[src/rtl/ctrl_decode_stage.sv]
// Registered control decode stage between instruction decode and ID/EX: opcode decode, ARM condition check,
// valid/ready flow control and branch-shadow squashing. Define COND_EXEC_EN to enable conditional execution.
module ctrl_decode_stage #(
    parameter int MODE_LEN       = 2,
    parameter int OPCODE_LEN     = 4,
    parameter int EXE_CMD_LEN    = 4,
    parameter int BRANCH_PENALTY = 1
) (
    input  logic                   clk,
    input  logic                   rst,
    input  logic                   in_valid,
    output logic                   in_ready,
    input  logic [MODE_LEN-1:0]    mode,
    input  logic [OPCODE_LEN-1:0]  opcode,
    input  logic                   s,
    input  logic [3:0]             cond,
    input  logic [3:0]             status,
    input  logic                   flush,
    output logic                   out_valid,
    input  logic                   out_ready,
    output logic [EXE_CMD_LEN-1:0] exe_cmd,
    output logic                   mem_read,
    output logic                   mem_write,
    output logic                   wb_enable,
    output logic                   branch_taken,
    output logic                   status_write_enable,
    output logic                   undef
);

    localparam int CNT_W = (BRANCH_PENALTY < 1) ? 1 : $clog2(BRANCH_PENALTY + 1);
    localparam logic [CNT_W-1:0] PENALTY = CNT_W'(BRANCH_PENALTY);

    localparam logic [MODE_LEN-1:0] MODE_ARITH  = MODE_LEN'(0);
    localparam logic [MODE_LEN-1:0] MODE_MEM    = MODE_LEN'(1);
    localparam logic [MODE_LEN-1:0] MODE_BRANCH = MODE_LEN'(2);

    localparam logic [OPCODE_LEN-1:0] OP_MOV = OPCODE_LEN'(4'b1101);
    localparam logic [OPCODE_LEN-1:0] OP_MVN = OPCODE_LEN'(4'b1111);
    localparam logic [OPCODE_LEN-1:0] OP_ADD = OPCODE_LEN'(4'b0100);
    localparam logic [OPCODE_LEN-1:0] OP_ADC = OPCODE_LEN'(4'b0101);
    localparam logic [OPCODE_LEN-1:0] OP_SUB = OPCODE_LEN'(4'b0010);
    localparam logic [OPCODE_LEN-1:0] OP_SBC = OPCODE_LEN'(4'b0110);
    localparam logic [OPCODE_LEN-1:0] OP_AND = OPCODE_LEN'(4'b0000);
    localparam logic [OPCODE_LEN-1:0] OP_ORR = OPCODE_LEN'(4'b1100);
    localparam logic [OPCODE_LEN-1:0] OP_EOR = OPCODE_LEN'(4'b0001);
    localparam logic [OPCODE_LEN-1:0] OP_CMP = OPCODE_LEN'(4'b1010);
    localparam logic [OPCODE_LEN-1:0] OP_TST = OPCODE_LEN'(4'b1000);

    localparam logic [EXE_CMD_LEN-1:0] EXE_MOV = EXE_CMD_LEN'(4'b0001);
    localparam logic [EXE_CMD_LEN-1:0] EXE_MVN = EXE_CMD_LEN'(4'b1001);
    localparam logic [EXE_CMD_LEN-1:0] EXE_ADD = EXE_CMD_LEN'(4'b0010);
    localparam logic [EXE_CMD_LEN-1:0] EXE_ADC = EXE_CMD_LEN'(4'b0011);
    localparam logic [EXE_CMD_LEN-1:0] EXE_SUB = EXE_CMD_LEN'(4'b0100);
    localparam logic [EXE_CMD_LEN-1:0] EXE_SBC = EXE_CMD_LEN'(4'b0101);
    localparam logic [EXE_CMD_LEN-1:0] EXE_AND = EXE_CMD_LEN'(4'b0110);
    localparam logic [EXE_CMD_LEN-1:0] EXE_ORR = EXE_CMD_LEN'(4'b0111);
    localparam logic [EXE_CMD_LEN-1:0] EXE_EOR = EXE_CMD_LEN'(4'b1000);

    typedef struct packed {
        logic [EXE_CMD_LEN-1:0] exe_cmd;
        logic                   mem_read;
        logic                   mem_write;
        logic                   wb_enable;
        logic                   branch_taken;
        logic                   status_write_enable;
        logic                   undef;
    } ctrl_t;

    ctrl_t            dec;
    ctrl_t            ctrl_q;
    logic             cond_pass;
    logic             accept;
    logic [CNT_W-1:0] shadow_cnt;

    // NOTE: every field gets a default before the case so no path leaves a latch behind.
    always_comb begin
        dec = '0;
        case (mode)
            MODE_ARITH: begin
                dec.wb_enable           = 1'b1;
                dec.status_write_enable = s;
                case (opcode)
                    OP_MOV:  dec.exe_cmd = EXE_MOV;
                    OP_MVN:  dec.exe_cmd = EXE_MVN;
                    OP_ADD:  dec.exe_cmd = EXE_ADD;
                    OP_ADC:  dec.exe_cmd = EXE_ADC;
                    OP_SUB:  dec.exe_cmd = EXE_SUB;
                    OP_SBC:  dec.exe_cmd = EXE_SBC;
                    OP_AND:  dec.exe_cmd = EXE_AND;
                    OP_ORR:  dec.exe_cmd = EXE_ORR;
                    OP_EOR:  dec.exe_cmd = EXE_EOR;
                    OP_CMP, OP_TST: begin
                        dec.exe_cmd             = (opcode == OP_CMP) ? EXE_SUB : EXE_AND;
                        dec.wb_enable           = 1'b0;
                        dec.status_write_enable = 1'b1;
                    end
                    default: begin
                        dec.undef               = 1'b1;
                        dec.wb_enable           = 1'b0;
                        dec.status_write_enable = 1'b0;
                    end
                endcase
            end
            MODE_MEM: begin
                dec.exe_cmd   = EXE_ADD;
                dec.mem_read  = s;
                dec.mem_write = !s;
                dec.wb_enable = s;
            end
            MODE_BRANCH: dec.branch_taken = 1'b1;
            default:     dec.undef        = 1'b1;
        endcase
    end

`ifdef COND_EXEC_EN
    function automatic logic cond_eval(input logic [3:0] c, input logic [3:0] f);
        logic n, z, cf, v;
        {n, z, cf, v} = f;
        case (c)
            4'b0000: cond_eval = z;
            4'b0001: cond_eval = !z;
            4'b0010: cond_eval = cf;
            4'b0011: cond_eval = !cf;
            4'b0100: cond_eval = n;
            4'b0101: cond_eval = !n;
            4'b0110: cond_eval = v;
            4'b0111: cond_eval = !v;
            4'b1000: cond_eval = cf && !z;
            4'b1001: cond_eval = !cf || z;
            4'b1010: cond_eval = (n == v);
            4'b1011: cond_eval = (n != v);
            4'b1100: cond_eval = !z && (n == v);
            4'b1101: cond_eval = z || (n != v);
            default: cond_eval = 1'b1;
        endcase
    endfunction

    assign cond_pass = cond_eval(cond, status);
`else
    logic unused_cond;
    assign unused_cond = ^{cond, status};
    assign cond_pass   = 1'b1;
`endif

    assign in_ready = !flush && (!out_valid || out_ready);
    assign accept   = in_valid && in_ready;

    // NOTE: all state here is updated with non-blocking assignments so every flop samples pre-edge values.
    always_ff @(posedge clk) begin
        if (rst || flush) begin
            out_valid  <= 1'b0;
            ctrl_q     <= '0;
            shadow_cnt <= '0;
        end else if (accept) begin
            if (shadow_cnt != '0) begin
                // Slot inside the branch shadow: drop it, including any branch it carries.
                out_valid  <= 1'b0;
                ctrl_q     <= '0;
                shadow_cnt <= shadow_cnt - 1'b1;
            end else begin
                out_valid                  <= 1'b1;
                ctrl_q.exe_cmd             <= dec.exe_cmd;
                ctrl_q.undef               <= dec.undef;
                ctrl_q.mem_read            <= dec.mem_read && cond_pass;
                ctrl_q.mem_write           <= dec.mem_write && cond_pass;
                ctrl_q.wb_enable           <= dec.wb_enable && cond_pass;
                ctrl_q.branch_taken        <= dec.branch_taken && cond_pass;
                ctrl_q.status_write_enable <= dec.status_write_enable && cond_pass;
                if (dec.branch_taken && cond_pass) shadow_cnt <= PENALTY;
            end
        end else if (out_ready) begin
            out_valid <= 1'b0;
        end
    end

    assign exe_cmd             = ctrl_q.exe_cmd;
    assign mem_read            = ctrl_q.mem_read;
    assign mem_write           = ctrl_q.mem_write;
    assign wb_enable           = ctrl_q.wb_enable;
    assign branch_taken        = ctrl_q.branch_taken;
    assign status_write_enable = ctrl_q.status_write_enable;
    assign undef               = ctrl_q.undef;

endmodule

[config.mk]
export PLATFORM = sky130hd
export DESIGN_NAME = ctrl_decode_stage
export DESIGN_NICKNAME = d
export VERILOG_FILES = /design/src/rtl/ctrl_decode_stage.sv
export SDC_FILE = /design/constraint.sdc
export NUM_CORES = 1
export LEC_CHECK = 0
export ABC_AREA = 1
export CAP_MARGIN = 10
export CORE_MARGIN = 3
export CORE_UTILIZATION = 40
export CTS_CLUSTER_DIAMETER = 60
export DETAILED_ROUTE_END_ITERATION = 8
export MAX_ROUTING_LAYER = met4
export PLACE_DENSITY = 0.9
export SETUP_SLACK_MARGIN = 0.2
export SYNTH_ARGS = -nofsm -noshare
export SYNTH_HDL_FRONTEND = slang
export SYNTH_SLANG_ARGS = --single-unit
export TNS_END_PERCENT = 100
[constraint.sdc]
create_clock -name clk -period 2.1 [get_ports clk]
set_clock_uncertainty 0.2 [all_clocks]
set_input_delay 0.315 -clock clk [delete_from_list [all_inputs] [get_ports clk]]
set_output_delay 0.315 -clock clk [all_outputs]
set_load 0.05 [all_outputs]
Word-level counts from Yosys, hierarchy flattened
Index checks and enable logic that the tools add are counted.
Widths: inputs -> output; s select.
{"block": "op_classes", "n_reduce_logical": 14, "n_mux": 17, "n_addsub": 1, "eq_ne": 12}
{"operator": "$pmux 4 s10", "count": 1}
{"operator": "$eq 4x4->1 const B", "count": 5}
{"operator": "$eq 4x3->1 const B", "count": 3}
{"operator": "$reduce_or 11->1", "count": 1}
{"operator": "$mux 10", "count": 1}
{"operator": "$mux 1", "count": 9}
{"operator": "$reduce_or 9->1", "count": 1}
{"operator": "$pmux 4 s2", "count": 1}
{"operator": "$pmux 1 s2", "count": 3}
{"operator": "$eq 4x1->1 const B", "count": 1}
{"operator": "$eq 4x2->1 const B", "count": 1}
{"operator": "$logic_not 4->1", "count": 1}
{"operator": "$mux 2", "count": 2}
{"operator": "$reduce_or 2->1", "count": 2}
{"operator": "$logic_not 1->1", "count": 3}
{"operator": "$eq 2x1->1 const B", "count": 1}
{"operator": "$eq 2x2->1 const B", "count": 1}
{"operator": "$logic_and 1x1->1", "count": 2}
{"operator": "$logic_not 2->1", "count": 1}
{"operator": "$logic_or 1x1->1", "count": 2}
{"operator": "$reduce_bool 2->1", "count": 1}
{"operator": "$sub 1x1->1 const B", "count": 1}
{"block": "totals", "inputBits": 20, "ff_bits": 12, "word_cells": 53, "out_inout_bits": 12}

Depth between registers and ports, before layout
Gate-level depths: netlist of run 1.
{"block": "depth", "word_depth": 5, "mapped_depth": 9, "depth_no_buf": 9}

Worst setup path after synthesis of run 1
No wires, ideal clock.
{"block": "synth_path", "path_kind": "register to register", "startpoint": "register out_valid", "endpoint": "register wb_enable (netlist name)", "path_slack_ns": -0.190, "required_ns": 1.768, "setup_time_ns": 0.132, "n_path_buf": 0, "t_arrival_ns": 1.958, "period_less_slack_ns": 2.290, "path_stages_with_launch": 5, "cell_sequence": "dfxtp_1 a21oi_1 nand2_2 a21oi_1 a21oi_1"}
{"block": "synth_via", "elab_chain_len": 4}
{"item": "start: declaration", "line": "19", "rtl": "output logic out_valid,"}
{"item": "start signal: assignment", "line": "151", "rtl": "out_valid <= 1'b0;"}
{"item": "start signal: assignment", "line": "157", "rtl": "out_valid <= 1'b0;"}
{"item": "start signal: assignment", "line": "161", "rtl": "out_valid <= 1'b1;"}
{"item": "$logic_not 1->1", "line": "145", "rtl": "assign in_ready = !flush && (!out_valid || out_ready);"}
{"item": "$logic_or 1x1->1", "line": "145"}
{"item": "$logic_and 1x1->1", "line": "145"}
{"item": "net in_ready", "line": "12", "rtl": "output logic in_ready,"}
{"item": "$logic_and 1x1->1", "line": "146", "rtl": "assign accept = in_valid && in_ready;"}
The timed path passes the listed nets, and every way through them passes these cells.
A chain may end at the register's enable or synchronous reset.

Worst setup path in the final report of run 1
{"block": "layout_path", "startpoint": "input port out_ready", "endpoint": "output port in_ready"}
{"block": "layout_via", "elab_chain_len": 2}
{"item": "start: declaration", "line": "20", "rtl": "input logic out_ready,"}
{"item": "$logic_or 1x1->1", "line": "145"}
{"item": "$logic_and 1x1->1", "line": "145"}
{"item": "end: declaration", "line": "12"}
No other way between the ends.

==> results.cfg, run 1 <==
[sta]
hold_violations = 0
worst_slew_pin_slew_ns = 0.498
drv_slew = 0
slew_headroom_pct = 67.0
whs_ns = 0.261
min_period_ns = 1.77
max_clock_freq_mhz = 565
fin_crit_sh_pct = 84.3
rsz0062_at_grt = no
setup_tns_ns = 0
finalSetupViolCount = 0

[place]
place_area_sq_um = 905
place_congestion = 0.782
dp_hpwl_um = 1250
io_buffer_count = 23

[worst_setup_path]
critPathMaxStageDelay_ns = 0.46
required_ns = 1.58
path_cells = clkdlybuf4s50_1 > inv_1 > a21oi_2 > buf_12
cp_slowest_cell = clkdlybuf4s50_1
crit_family = buffers and inverters
critical_path_arrival_ns = 1.26
crit_buf_inv = 3
start_kind = input port
path_class = input port to primary output
worstPathMaxFanout = 3
end_kind = primary output

[finish]
postLayoutCoreUtil_pct = 65.6
fin_nets = 147
final_cell_area_sq_um = 917
drive_above_1_share_pct = 11.4
area_growth_pct = 42.1
n_antenna_cell = 0
fillCellCount = 121

[cts]
cts_tree = yes
htree_levels = 1
clock_latency_ns = 0.27
cts_root_buf = clkbuf_4
cts.clk_slew.worst_paths_ns = 0.08
cts-buffers-inserted = 3
clkSinkCount = 11
hold_buffers = 0
clk_path_buf_depth = 2

[grt]
antenna_found_initial = 0
grt_pass1_wl_um = 2520
grt_usage_pct = 16.6
grt_overflow_total = 0
grt_pass1_vias = 624
grt_max_degree = 12

[synthesis]
synth_edf_count = 0
synthArstFlopShare_pct = 0
synth.top_cell.area_share_pct = 34.1
synthMuxAreaShare_pct = 0
yosysWarnings = 0
synth_nets = 120
yosys_register_bits = 11
syn_area_sq_um = 646
synthTopCellsByCount = 24 x nand2_1, 14 x a21oi_1, 11 x dfxtp_1, 11 x inv_1, 9 x nor2_1
netlist_instances = 97
synthTopCellsByArea = dfxtp_1 34%, nand2_1 14%, a21oi_1 11%, inv_1 6.4%, nand3_1 6.2%
synth_seq_area_share_pct = 34.1
synth_top_cell_by_area = dfxtp_1
yosys.area_share.xor_xnor_pct = 0
dominantRegCellSynth = dfxtp_1
synth_compound_area_share_pct = 15.3
synth_top_family_by_area = simple AND/OR/NAND/NOR gates
yosysMostFrequentCell = nand2_1
synthAdderAreaFrac_pct = 5.81
synth_cell_types = 18
synth_simple_gate_area_share_pct = 36.0
syn_area_per_cell_sq_um = 6.66

[detailed_routing]
wl_per_cell_um = 11.9
drt_pass1_iterations = 6
post-route-drc-count = 0
drtIter0Drc = 47
vias = 747
viasPerCell = 5.41
antenna_left = 0
drt-total-wl_um = 1650

[floorplanning]
coreArea_sq_um = 1400
io_pins = 32
dieHeight_um = 46.2
die_w_um = 46.2
start_util_pct = 46.2
rows = 13
dieArea_sq_um = 2130

[power_and_ir_drop]
power.switching_w = 0.000141
power_w = 0.000468
irDropWorstVdd_mv = 0.318
swShare_pct = 30.2
powerDensity_nw_per_um2 = 511
clockPowerShare_pct = 32.0
pwr-share-seq_pct = 45.4
p_comb_share_pct = 22.6
p_int_w = 0.000327
p_leak_nw = 0.441

[worst_hold_path]
hold_path.class = flop to flop

[outcome]
status = finished, final reports clean

[run]
max_cap_viol_count = 0
-- what timing repair did --
action / in CTS / in global routing
endpoints found under the setup margin: 11 / 0
buffers inserted: 0 / 0
gates resized for setup: 11 / 0
-- stage by stage --
stage | cells | setup slack, ns
finish | 138 | 0.329
global route | 138 | 0.279
CTS | 138 | 0.327
detailed placement | 134 | 0.241
global placement | 134 | 0.258
floorplan | 97 | 0.206
-- final timing paths --
| kind | startpoint | end | slack [ns] | cells past startpoint |
|---|---|---|---|---|
| worst max-delay path | out_ready | in_ready | 0.33 | 4 |
| worst min-delay path | exe_cmd[0]$_SDFFE_PP0P_ | exe_cmd[0]$_SDFFE_PP0P_ | 0.26 | 2 |
| worst min register to register | exe_cmd[0]$_SDFFE_PP0P_ | exe_cmd[0]$_SDFFE_PP0P_ | 0.26 | 2 |
| worst max register to register | out_valid$_SDFFE_PP0P_ | wb_enable$_SDFFE_PP0P_ | 0.76 | 4 |
-- layout by cell type, fill, tap and decap left out, drive strengths merged --
| cell type | Yosys | routed |
|---|---|---|
| or2 | 1 | 1 |
| o21ai | 4 | 4 |
| dfxtp | 11 | 11 |
| clkbuf | 1 | 4 |
| clkdlybuf4s50 | 0 | 11 |
| a21oi | 15 | 15 |
| buf | 0 | 1 |
| ha | 3 | 3 |
| nor2 | 10 | 10 |
| inv | 13 | 13 |
| clkinv | 1 | 1 |
| nand2 | 25 | 25 |
| nand4 | 3 | 3 |
| dlygate4sd2 | 0 | 11 |
| nand3 | 10 | 10 |
-- tightest hold or removal path: stages, from the launching register on --
cell,delay (ns)
dfxtp_1,0.31
nand2_1,0.06
a21oi_1,0.05
-- registers in the layout, indices dropped and copies added, names as in the netlist --
signal / count
exe_cmd: 4
mem_read: 1
mem_write: 1
out_valid: 1
shadow_cnt: 1
status_write_enable: 1
undef: 1
wb_enable: 1
-- cells by family (layout without fill, tap and decap cells) --
logic type / Yosys count / count (layout)
compound gates: 19 / 19
fa+ha+maj: 3 / 3
buf+inv: 15 / 41
flops: 11 / 11
simple gates: 49 / 49
-- metal layers --
metal	up-vias	GRT usage, %	wire [um]
li1	365	-	-
met1	332	19.0	662
met2	40	28.8	804
met3	10	1.17	115
met4	0	7.95	64
met5	-	-	0
-- final cells by class --
cell class / count / area (sq um) / share of cell area, %
Multi-Input combinational cell: 71 / 373 / 40.7
Timing Repair Buffer: 23 / 226 / 24.7
Sequential cell: 11 / 220 / 24.0
Inverter: 14 / 52.6 / 5.73
Clock buffer: 4 / 26.3 / 2.86
Tap cell: 15 / 18.8 / 2.05
-- power groups by stage --
stage	Combinational (W)	Clock [W]	Sequential, W
2_1_floorplan	0.0000497	0	0.000227
3_3_place_gp	0.000103	0	0.000218
3_5_place_dp	0.000106	0	0.000218
4_1_cts	0.000105	0.000144	0.000213
5_1_grt	0.000116	0.000159	0.000213
6_report	0.000106	0.000150	0.000212
Note: power is estimated with default switching activity, not from simulation.
==> inputs of run 2 (changes only) <==
--- a/config.mk
+++ b/config.mk
@@ -8,11 +8,11 @@
 export ABC_AREA = 1
 export CAP_MARGIN = 10
 export CORE_MARGIN = 3
-export CORE_UTILIZATION = 40
+export CORE_UTILIZATION = 38
 export CTS_CLUSTER_DIAMETER = 60
 export DETAILED_ROUTE_END_ITERATION = 8
 export MAX_ROUTING_LAYER = met4
-export PLACE_DENSITY = 0.9
+export PLACE_DENSITY = 0.86
 export SETUP_SLACK_MARGIN = 0.2
 export SYNTH_ARGS = -nofsm -noshare
 export SYNTH_HDL_FRONTEND = slang
==> constraint.sdc (replaced) <==
create_clock -name clk -period 1.71 [get_ports clk]
set_clock_uncertainty 0.2 [all_clocks]
set_input_delay 0.2565 -clock clk [delete_from_list [all_inputs] [get_ports clk]]
set_output_delay 0.2565 -clock clk [all_outputs]
set_load 0.05 [all_outputs]
==> run 2 against run 1 <==
Cell area grew 15%. Cell count is 6.5% higher. Sequential cell count did not move. Clock power up 19%. Routed wire length increased by 2.4%. Sequential share of layout area down 3.0 points. Setup slack got worse by 0.054 ns. Non-clock buffer count grew 8. Critical path type is now input port to flop. Die area grew 4.6%.
==> results.cfg, run 2 (same netlist as run 1, synthesis figures left out) <==
[worst_setup_path]
path_cells = clkdlybuf4s50_1 > inv_1 > nand2_1 > nor2_2 > nor2_1 > nand2_1 > nand2_1 > nand2_1 > a21oi_2
critical_path_arrival_ns = 1.45
r2r_cells = 5
r2r_slack_ns = 0.36
start_kind = input port
required_ns = 1.72
r2r_start = out_valid$_SDFFE_PP0P_
end_kind = flop
path_common_cell = nand2_1
r2r_end = wb_enable$_SDFFE_PP0P_
worstPathMaxFanout = 3
critPathMaxStageDelay_ns = 0.50
crit_start = opcode[1]
path_class = input port to flop
cp-endpoint = undef$_SDFFE_PP0P_
cp_slowest_cell = clkdlybuf4s50_1

[floorplanning]
die_w_um = 47.2
io_pins = 32
dieArea_sq_um = 2230
coreArea_sq_um = 1560
dieHeight_um = 47.2
start_util_pct = 41.4
rows = 14

[grt]
grt_pass1_wl_um = 2620
grt_max_degree = 12
grt_usage_pct = 16.8
grtUsageMet1_pct = 16.8
grt_overflow_total = 0
top_usage_layer = met2
grt_pass1_vias = 674
grt_use_met2_pct = 31.0
grtUsageMet3_pct = 3.45
antenna_found_initial = 0

[power_and_ir_drop]
irDropWorstVdd_mv = 0.339
p_leak_nw = 0.490
power_w = 0.000593
powerDensity_nw_per_um2 = 563

[sta]
max_clock_freq_mhz = 697
min_period_ns = 1.44
finalSetupViolCount = 0
setup_tns_ns = 0
fin_crit_sh_pct = 84.0
rsz0062_at_grt = no
hold_violations = 0
whs_ns = 0.217
slew_headroom_pct = 82.8
worst_slew_pin_slew_ns = 0.258
drv_slew = 0

[detailed_routing]
post-route-drc-count = 0
drtIter0Drc = 9
vias = 761
viasPerCell = 5.18
drt-total-wl_um = 1690
drt_pass1_iterations = 4
antenna_left = 0
wl_per_cell_um = 11.5

[cts]
cts_root_buf = clkbuf_4
clk_path_buf_depth = 2
clock_latency_ns = 0.27
hold_buffers = 0
htree_levels = 1
cts.clk_slew.worst_paths_ns = 0.07
cts-buffers-inserted = 3
cts_tree = yes
clkSinkCount = 11

[outcome]
status = finished, final reports clean

[finish]
final_common_cell = nand2_1
drive_above_1_share_pct = 29.8
largest_register_ffs = 4
final_cells = 147
fin_nets = 155
n_antenna_cell = 0
fillCellCount = 135
area_growth_pct = 63.2
regMostFlops = exe_cmd
final_cell_mix = 24 x nand2_1, 15 x buf_4, 13 x a21oi_1, 10 x inv_1, 10 x dfxtp_1
seqCellArea_sq_um = 221
multi_input_area_sq_um = 407

[place]
dp_hpwl_um = 1350
place_congestion = 0.886
io_buffer_count = 23
dp_cells = 142

[run]
max_cap_viol_count = 0

[worst_hold_path]
hold_path.class = input port to flop
-- run 2: cell count changes in the layout (fill, tap and decap cells not counted), sizes merged --
cell / previous run / this run
buf: 1 / 20
dlygate4sd2: 11 / 3
clkdlybuf4s50: 11 / 5
dlymetal6s2s: 0 / 3
-- run 2: metal layers --
metal	vias to the layer above	wire length, um
met1	348	680
met2	23	890
met4	0	27
met5	-	0
met3	5	88
li1	385	-
-- run 2: metrics by stage --
stage / cell area, sq um / setup WS [ns] / utilization, %
finish: 1050 / 0.274 / 67.6
global route: 1050 / 0.201 / 67.6
CTS: 1020 / 0.215 / 65.7
detailed placement: 995 / -0.0942 / 63.8
global placement: 995 / -0.0493 / 63.8
floorplan: 663 / 0.201 / -
-- run 2: worst min-delay path by stage --
stage / slack [ns] / startpoint / endpoint / depth (start not counted)
2_1_floorplan: 0.22 / opcode[2] / exe_cmd[0]$_SDFFE_PP0P_ / 2
3_3_place_gp: 0.26 / mem_write$_SDFFE_PP0P_ / mem_write$_SDFFE_PP0P_ / 2
3_5_place_dp: 0.26 / status_write_enable$_SDFFE_PP0P_ / status_write_enable$_SDFFE_PP0P_ / 2
4_1_cts: 0.27 / status_write_enable$_SDFFE_PP0P_ / status_write_enable$_SDFFE_PP0P_ / 2
5_1_grt: 0.23 / in_valid / shadow_cnt$_SDFFE_PP0P_ / 3
6_report: 0.22 / in_valid / shadow_cnt$_SDFFE_PP0P_ / 3
-- run 2: layout make-up --
cell class | count | share of cell area (%)
clock buffer | 4 | 2.49
inverter | 14 | 4.99
multi-input combinational | 71 | 38.6
sequential | 11 | 21.0
tap | 16 | 1.90
timing repair buffer | 31 | 31.0
-- run 2: report_power, final --
group / total, W / internal (W) / switching [W]
combinational: 0.000151 / 0.0000665 / 0.0000846
clock: 0.000179 / 0.0000904 / 0.0000885
sequential: 0.000263 / 0.000259 / 0.00000326
total: 0.000593 / 0.000416 / 0.000176
-- run 2: worst max-delay path, delay by kind of cell --
kind	cells	cell delay, ns
buffers and inverters	2	0.58
and+or+nand+nor	6	0.50
AOI/OAI and AO/OA	1	0.11
-- run 2: what timing repair did --
| action | CTS | global route |
|---|---|---|
| pin swaps | 1 | 1 |
| setup buffers | 1 | 0 |
| endpoints found under the setup margin | 2 | 7 |
| gates resized for setup | 4 | 10 |
==> inputs of run 3 (changes only) <==
--- a/config.mk
+++ b/config.mk
@@ -8,11 +8,11 @@
 export ABC_AREA = 1
 export CAP_MARGIN = 10
 export CORE_MARGIN = 3
-export CORE_UTILIZATION = 38
+export CORE_UTILIZATION = 35
 export CTS_CLUSTER_DIAMETER = 60
 export DETAILED_ROUTE_END_ITERATION = 8
 export MAX_ROUTING_LAYER = met4
-export PLACE_DENSITY = 0.86
+export PLACE_DENSITY = 0.84
 export SETUP_SLACK_MARGIN = 0.2
 export SYNTH_ARGS = -nofsm -noshare
 export SYNTH_HDL_FRONTEND = slang
==> constraint.sdc (replaced) <==
create_clock -name clk -period 1.3 [get_ports clk]
set_clock_uncertainty 0.2 [all_clocks]
set_input_delay 0.195 -clock clk [delete_from_list [all_inputs] [get_ports clk]]
set_output_delay 0.195 -clock clk [all_outputs]
set_load 0.05 [all_outputs]
==> run 3 against run 2 <==
The flow now finishes with violations (setup timing). Hold slack lost 0.021 ns. Global-route usage is 2.1 points higher. Non-clock buffer count rose by 9. Critical path type is now flop to primary output. Largest power group unchanged.
==> results.cfg, run 3 (same netlist as run 1, synthesis figures left out) <==
[outcome]
status = finished, violations left
violations = setup timing

[worst_setup_path]
r2r_start = out_valid$_SDFFE_PP0P_
required_ns = 0.90
r2r_slack_ns = 0
path_class = flop to primary output
end_kind = primary output
worstPathMaxFanout = 3
cp_slowest_cell = dfxtp_4
start_kind = flop
critPathMaxStageDelay_ns = 0.36
crit_start = out_valid$_SDFFE_PP0P_
path_cells = a21oi_4 > buf_12
critical_path_arrival_ns = 0.95

[grt]
grt_use_met2_pct = 32.1
grtUsageMet3_pct = 5.50
grtUsageMet1_pct = 20.5
grt_pass1_vias = 853
grt_usage_pct = 18.9
top_usage_layer = met2
grt_max_degree = 12
grt_overflow_total = 0
grt_pass1_wl_um = 3520
antenna_found_initial = 0

[power_and_ir_drop]
p_comb_share_pct = 27.2
clockPowerShare_pct = 31.2
pwr-share-seq_pct = 41.6
irDropWorstVdd_mv = 0.480
power.switching_w = 0.000265
p_leak_nw = 0.539
p_int_w = 0.000555
swShare_pct = 32.3
powerDensity_nw_per_um2 = 656

[floorplanning]
rows = 14
coreArea_sq_um = 1610
dieArea_sq_um = 2400
dieHeight_um = 49.0
io_pins = 32
die_w_um = 49.0
start_util_pct = 40.1

[cts]
clkSinkCount = 11
cts.clk_slew.worst_paths_ns = 0.08
htree_levels = 1
cts_tree = yes
clock_latency_ns = 0.28
cts-buffers-inserted = 3
clk_path_buf_depth = 2
cts_root_buf = clkbuf_4
hold_buffers = 0

[sta]
drv_slew = 0
whs_ns = 0.196
fin_crit_sh_pct = 104
hold_violations = 0
finalSetupViolCount = 2
worst_slew_pin_slew_ns = 0.228
setup_ws_ns = -0.0495
slew_headroom_pct = 84.6
min_period_ns = 1.35
max_clock_freq_mhz = 741
rsz0062_at_grt = yes

[detailed_routing]
drtIter0Drc = 15
wl_per_cell_um = 12.5
vias = 807
antenna_left = 0
drt-total-wl_um = 2050
post-route-drc-count = 0
drt_pass1_iterations = 4
viasPerCell = 4.92

[place]
pre_cts_ws_ns = -0.471
io_buffer_count = 23
dp_cells = 153
dp_hpwl_um = 1410
place_congestion = 0.852

[finish]
fin_nets = 164
area_growth_pct = 93.6
multi_input_area_sq_um = 432
final_cell_mix = 23 x nand2_1, 16 x buf_4, 12 x buf_12, 10 x a21oi_1
regMostFlops = exe_cmd
n_antenna_cell = 0
largest_register_ffs = 4
drive_above_1_share_pct = 48.6
fillCellCount = 105
final_common_cell = nand2_1
seqCellArea_sq_um = 241
final_cells = 164

[worst_hold_path]
hp-start = opcode[3]
hold_path.class = input port to flop

[run]
max_cap_viol_count = 0
[run 3: cell count changes in the layout (fill, tap and decap cells not counted), moves of 3 or more]
cell and delta:
dfxtp_1 -10, buf_12 +7, dfxtp_2 +7, dlygate4sd2_1 +4, inv_1 -4, inv_2 +4, a21oi_1 -3, a21oi_2 +3
clkdlybuf4s50_1 -3, dfxtp_4 +3, dlymetal6s2s_1 -3
[run 3: metal layers]
metal	part of all wire, %	vias up
met1	40	369
met3	6.4	4
met2	52	28
met5	0	-
li1	-	406
met4	1.4	0
[run 3: final timing paths]
path                              to  cells after the start
max                         in_ready                      2
min          exe_cmd[0]$_SDFFE_PP0P_                      5
max reg2reg   wb_enable$_SDFFE_PP0P_                      5
min reg2reg  exe_cmd[2]$_SDFFE_PP0P_                      2
[run 3: worst max-delay path: cells and delay by family (launching register included)]
kind                   cells  cell delay [ns]
buffers and inverters      1             0.15
AOI/OAI and AO/OA          1             0.16
DFF                        1             0.36
[run 3: repair_timing]
item                       in CTS  in global routing
setup endpoints to repair      23                 22
buffers inserted                5                  2
pin swaps                       3                  3
gates resized for setup        34                  5
[run 3: power by group through the flow]
stage / combinational (W) / sequential, W / clock (W)
after floorplan: 0.0000846 / 0.000364 / 0
after global placement: 0.000199 / 0.000351 / 0
after detailed placement: 0.000206 / 0.000351 / 0
after CTS: 0.000214 / 0.000341 / 0.000249
after global routing: 0.000243 / 0.000342 / 0.000272
final: 0.000223 / 0.000341 / 0.000255
[run 3: layout make-up]
| class | count | area share [%] |
|---|---|---|
| multi-input combinational | 71 | 34.5 |
| clock buffer | 4 | 2.10 |
| sequential | 11 | 19.3 |
| timing repair buffer | 40 | 37.4 |
| inverter | 14 | 4.20 |
| tap | 24 | 2.40 |
[run 3: stage by stage]
| stage | utilization (%) | cell area, sq um | power (W) | TNS, ns |
|---|---|---|---|---|
| finish | 77.6 | 1250 | 0.000820 | -0.0576 |
| floorplan | - | 677 | 0.000449 | -1.14 |
| global placement | 70.0 | 1130 | 0.000550 | -3.91 |
| global route | 77.6 | 1250 | 0.000857 | -0.293 |
| detailed placement | 70.0 | 1130 | 0.000557 | -4.37 |
| CTS | 76.1 | 1230 | 0.000804 | -0.0825 |
